## src/rtl/hiscore_ram_responder.sv

```systemverilog
// hiscore_ram_responder: serialises hiscore read/write requests into the
// single-port work RAM. The CPU keeps the port unless it is idle or paused.
// Optional build macro: HS_RESP_RANGE_CHECK_EN (address range check + hs_err).
//
// state     | meaning
// ----------+----------------------------------------------------------
// S_IDLE    | CPU owns the port, waiting for a request and a free slot
// S_RD_ADDR | responder presents the read address to the RAM
// S_RD_DATA | RAM data returned, latched into hs_data_out, ack issued
// S_WR      | responder drives a one-cycle RAM write, ack issued
// S_DONE    | waiting for the initiator to drop its request level
module hiscore_ram_responder #(
  parameter logic [15:0] RAM_BASE = 16'h8000,
  parameter int          RAM_AW   = 12
) (
  input  logic              clk_sys,
  input  logic              reset_n,
  input  logic [15:0]       hs_address,
  input  logic [7:0]        hs_data_in,
  input  logic              hs_access_read,
  input  logic              hs_access_write,
  output logic [7:0]        hs_data_out,
  output logic              hs_ack,
  output logic              hs_err,
  input  logic              pause,
  input  logic              cpu_cs,
  input  logic [RAM_AW-1:0] cpu_addr,
  input  logic [7:0]        cpu_din,
  input  logic              cpu_we,
  output logic              cpu_wait,
  output logic [RAM_AW-1:0] ram_addr,
  output logic [7:0]        ram_din,
  output logic              ram_we,
  input  logic [7:0]        ram_dout
);

  typedef enum logic [2:0] {
    S_IDLE    = 3'd0,
    S_RD_ADDR = 3'd1,
    S_RD_DATA = 3'd2,
    S_WR      = 3'd3,
    S_DONE    = 3'd4
  } state_t;

  state_t            r_state;
  logic [RAM_AW-1:0] r_addr;
  logic [7:0]        r_wdata;
  logic [7:0]        r_data_out;
  logic              r_ack;
  logic              r_oor;

  logic              w_slot;
  logic              w_req_oor;
  logic              w_own;

  // The CPU yields the port when it is not selecting RAM or when it is paused.
  assign w_slot = pause | ~cpu_cs;

`ifdef HS_RESP_RANGE_CHECK_EN
  localparam logic [16:0] RAM_END = {1'b0, RAM_BASE} + (17'd1 << RAM_AW);

  logic r_err;

  assign w_req_oor = ({1'b0, hs_address} <  {1'b0, RAM_BASE}) ||
                     ({1'b0, hs_address} >= RAM_END);

  // Error flag pulses together with the ack of an out-of-range request.
  always_ff @(posedge clk_sys) begin
    if (!reset_n) begin
      r_err <= 1'b0;
    end else begin
      r_err <= r_oor && (r_state == S_RD_DATA || r_state == S_WR);
    end
  end

  assign hs_err = r_err;
`else
  logic w_unused_addr_hi;

  // Without the range check the upper address bits are simply dropped.
  assign w_unused_addr_hi = ^hs_address[15:RAM_AW];
  assign w_req_oor        = 1'b0;
  assign hs_err           = 1'b0;
`endif

  // Main sequencer: accepts requests in IDLE, runs the RAM cycle, acks once.
  always_ff @(posedge clk_sys) begin
    if (!reset_n) begin
      r_state    <= S_IDLE;
      r_addr     <= '0;
      r_wdata    <= 8'h00;
      r_data_out <= 8'h00;
      r_ack      <= 1'b0;
      r_oor      <= 1'b0;
    end else begin
      r_ack <= 1'b0;
      case (r_state)
        S_IDLE: begin
          if (hs_access_write && w_slot) begin
            r_addr  <= hs_address[RAM_AW-1:0];
            r_wdata <= hs_data_in;
            r_oor   <= w_req_oor;
            r_state <= S_WR;
          end else if (hs_access_read && w_slot) begin
            r_addr  <= hs_address[RAM_AW-1:0];
            r_oor   <= w_req_oor;
            // Out-of-range reads skip the RAM access entirely.
            r_state <= w_req_oor ? S_RD_DATA : S_RD_ADDR;
          end
        end
        S_RD_ADDR: begin
          r_state <= S_RD_DATA;
        end
        S_RD_DATA: begin
          r_data_out <= r_oor ? 8'h00 : ram_dout;
          r_ack      <= 1'b1;
          r_state    <= S_DONE;
        end
        S_WR: begin
          r_ack   <= 1'b1;
          r_state <= S_DONE;
        end
        S_DONE: begin
          if (!hs_access_read && !hs_access_write) begin
            r_state <= S_IDLE;
            r_oor   <= 1'b0;
          end
        end
        default: begin
          r_state <= S_IDLE;
        end
      endcase
    end
  end

  // The responder owns the port only while running a real in-range RAM cycle.
  assign w_own = ((r_state == S_RD_ADDR) || (r_state == S_RD_DATA) ||
                  (r_state == S_WR)) && !r_oor;

  // Port mux: CPU pass-through unless the responder owns the port. The write
  // strobe is gated by reset_n so a reset asserted during WR blocks the write.
  always_comb begin
    ram_addr = cpu_addr;
    ram_din  = cpu_din;
    ram_we   = cpu_cs & cpu_we;
    if (w_own) begin
      ram_addr = r_addr;
      ram_din  = r_wdata;
      ram_we   = (r_state == S_WR) && reset_n;
    end
  end

  assign cpu_wait    = w_own & cpu_cs;
  assign hs_ack      = r_ack;
  assign hs_data_out = r_data_out;

endmodule

```

## config.mk

```make
export PLATFORM = sky130hd
export DESIGN_NAME = hiscore_ram_responder
export DESIGN_NICKNAME = d
export VERILOG_FILES = /design/src/rtl/hiscore_ram_responder.sv
export SDC_FILE = /design/constraint.sdc
export NUM_CORES = 1
export LEC_CHECK = 0
export BUFFER_PORTS_ARGS = -buffer_cell sky130_fd_sc_hd__clkbuf_2
export CORE_MARGIN = 1.5
export CORE_UTILIZATION = 39
export DETAILED_ROUTE_END_ITERATION = 8
export PLACE_DENSITY = 0.71
export SLEW_MARGIN = 0
export SYNTH_ARGS = -nofsm -noshare
export SYNTH_HDL_FRONTEND = slang
export SYNTH_SLANG_ARGS = --single-unit
```

## constraint.sdc

```tcl
create_clock -name clk_sys -period 2.4 [get_ports clk_sys]
set_clock_uncertainty 0.1 [all_clocks]
set_input_delay 0.24 -clock clk_sys [delete_from_list [all_inputs] [get_ports clk_sys]]
set_output_delay 0.24 -clock clk_sys [all_outputs]
set_load 0.03 [all_outputs]
```

==> summary.md <==
| Metric | Value |
|---|---|
| Status | `completed` |
| Setup violations, final | `0` |
| Met2 Use GR | `0.2476` |
| Sequential area share after synthesis | `0.3838` |
| Layout cell share with drive strength beyond 1 | `0.5061` |
| DR iter-0 viols | `50` |
| Die Height | `68.42 um` |
| Met3 Track Usage GR | `0.04441` |
| Nets in the synthesized netlist | `220` |
| Initial Utilization | `0.4113` |
| Crit Path Max Fanout | `16` |
| WL/cell | `10.87 um` |
| Grt peak-use layer | `met2` |
| Fin nets | `305` |
| Hold Path Stages | `3` |
| Die width | `68.42 um` |
| Peak VDD IR | `0.3754 mV` |
| Antenna diodes | `0` |
| Fill cell total of the finished layout | `379` |
| Clock buffer depth | `2` |
| IO buf count | `85` |
| Worst-path clk slew | `0.07 ns` |
| YS warnings | `0` |
| GRT Total Usage | `0.1456` |
| Die Area | `0.004681 mm^2` |
| WP data arrival | `1.80 ns` |
| Mapped Cells | `161` |
| Worst-path cell chain | `nor2_2 -> or2_1 -> buf_4 -> mux2_2 -> clkbuf_2` |
| # DRC | `0` |
| First-pass GRT wire length | `5112 um` |
| CP Capture Type | `output pin` |
| # IOs | `91` |
| Cell Area, Synth | `0.001669 mm^2` |
| Dpl hpwl | `2442 um` |
| Tmin final | `2.144 ns` |
| Post-synth top flop | `dfxtp_1` |
| Pins Over Slew Limit | `0` |
| Post-synth EDFFs | `0` |
| Num CTS Buffers | `5` |
| Hold Crit Class | `primary input to flop` |
| Hold Vio Cnt, Final | `0` |
| Area grow syn2layout | `33.36%` |
| Number of global-route vias before repair | `1223` |
| Final WS setup | `0.2562 ns` |
| Total grt overflow | `0` |
| Setup bufs post-CTS | `0` |
| Core area | `0.004058 mm^2` |
| Pre-CTS WS | `0.5407 ns` |
| Req. time, crit path | `2.06 ns` |
| PD cells | `785.4 mW/mm^2` |
| Synth async-reset ratio | `0` |
| Hold_sp | `hs_address[3]` |
| CTS Root Cell | `clkbuf_8` |
| Worst Setup Start Kind | `flop` |
| CTS tree | `built` |
| Cts hold-fix bufs | `0` |
| RR Startpoint | `r_state[0]` |
| Clock Latency Late Sink | `0.27 ns` |
| Period utilization | `0.8932` |
| Distinct cells, synth | `30` |
| Flop2flop setup slack | `0.98 ns` |
| Final wirelength | `3227 um` |
| Post-DR vias/cell | `4.471` |
| Antenna viol nets, final | `0` |
| Worst stage delay on the critical path | `0.37 ns` |
| RSZ-0062 raised after global routing | `false` |
| RD Place Congestion | `0.6747` |
| Worst r2r dst | `r_addr[9]` |
| Via count | `1328` |
| Global-route met1 utilization | `0.1652` |
| Reg2reg path depth | `4` |
| Htree depth | `2` |
| Largest net degree at the start of global routing | `50` |
| Hold Path Sink | `r_addr[3]` |
| # resized after CTS | `0` |
| #FFs+latches synth | `32` |
| Clock sink count | `32` |
| First-pass DRT Iterations | `4` |
| Setup total negative slack | `0 ns` |
| Pleak | `1.123 nW` |
| Antenna violations before repair | `0` |
| Crit Path Category | `flop to output pin` |
| CP max stage cell | `mux2_2` |
| Mean Syn Cell Area | `10.37 um^2` |
| Max_cap viols | `0` |
| Fmax | `466.5 MHz` |
| # rows | `23` |
## layout by cell type, fill, tap and decap left out
master,Yosys,layout
a21boi_0,1,1
a32o_1,1,1
and2b_2,1,1
and4bb_2,1,1
buf_4,1,5
bufinv_16,0,1
clkbuf_2,0,85
clkbuf_8,0,7
conb_1,1,1
dfxtp_1,32,32
inv_1,2,2
mux2_2,2,2
mux2_4,18,18
mux2i_1,28,28
nand2_1,40,40
nand2b_1,1,1
nand3b_1,1,1
nor2_1,3,3
nor2_2,1,1
nor2b_1,8,8
nor2b_2,1,1
nor3_1,1,1
nor3b_2,0,1
nor4b_4,1,1
o21ai_0,1,1
o21ba_2,1,1
or2_1,1,1
or2b_1,1,1
## metrics by stage
stage / util / cell area [um^2] / hold slack (ns) / std cells / total power, mW
finish: 0.5486 / 2226 / 0.08404 / 297 / 1.748
global placement: 0.5174 / 2100 / 0.3415 / 289 / 1.203
detailed placement: 0.5174 / 2100 / 0.3496 / 289 / 1.211
CTS: 0.5486 / 2226 / 0.07791 / 297 / 1.773
global route: 0.5486 / 2226 / 0.07014 / 297 / 1.841
floorplan: - / 1669 / 0.2821 / 161 / 1.098
## worst max-delay path, delay by kind of cell (launching register included)
| family | cells | cell delay [ns] |
|---|---|---|
| buffers and inverters | 2 | 0.46 |
| flip-flops | 1 | 0.35 |
| multiplexers | 1 | 0.37 |
| AND/OR/NAND/NOR | 2 | 0.35 |
## kinds of logic (layout without fill, tap and decap cells)
kind of cell | Yosys count | count (layout) | share of synthesized area
other | 1 | 1 | 0.002247
buffers and inverters | 14 | 100 | 0.06447
muxes | 48 | 48 | 0.3433
and+or+nand+nor | 62 | 62 | 0.1867
DFF | 32 | 32 | 0.3838
AOI/OAI and AO/OA | 4 | 4 | 0.01949
## synth_stat cells (2+ instances only)
master,n,area share
buf_2,3,0.0090
buf_12,2,0.024
mux2i_1,28,0.17
buf_6,2,0.013
nor2_1,3,0.0067
mux2_2,2,0.013
clkbuf_1,3,0.0067
nand2_1,40,0.090
nor2b_1,8,0.030
dfxtp_1,32,0.38
mux2_4,18,0.16
inv_1,2,0.0045
## per-layer routing
layer  vias to the layer above  wire length [um]
met3                         5               236
met5                         -                 0
li1                        702                 -
met1                       573              1447
met4                         0                51
met2                        48              1493
## state kept, by name, indices dropped and copies added (netlist names)
| register | count |
|---|---|
| r_addr | 12 |
| hs_ack | 1 |
| r_wdata | 8 |
| r_state | 3 |
| hs_data_out | 8 |
## how the worst max path moves through the flow
| stage | start | cells past startpoint | endpoint |
|---|---|---|---|
| floorplan | r_state[0] | 5 | cpu_wait |
| CTS | r_state[0] | 5 | ram_addr[11] |
| global placement | r_state[0] | 5 | ram_addr[11] |
| finish | r_state[0] | 5 | ram_addr[11] |
| detailed placement | r_state[0] | 5 | ram_addr[11] |
| global route | r_state[0] | 5 | ram_addr[11] |
## where the power goes
group / leakage (nW) / total, mW / switching (mW) / internal, mW
clock: 0.0645 / 0.556 / 0.190 / 0.366
sequential: 0.262 / 0.614 / 0.0311 / 0.583
combinational: 0.797 / 0.578 / 0.316 / 0.262
## layout make-up
cell class,count,area (um^2),area share
repair buffers,90,462.9,0.2080
clock buffers,7,96.34,0.04328
flip-flops and latches,32,640.6,0.2878
clock inverters,1,30.03,0.01349
well taps,50,62.56,0.02811
inverters,2,7.507,0.003373
multi-input cells,115,925.9,0.4160
Note: power is estimated with default switching activity, not from simulation.
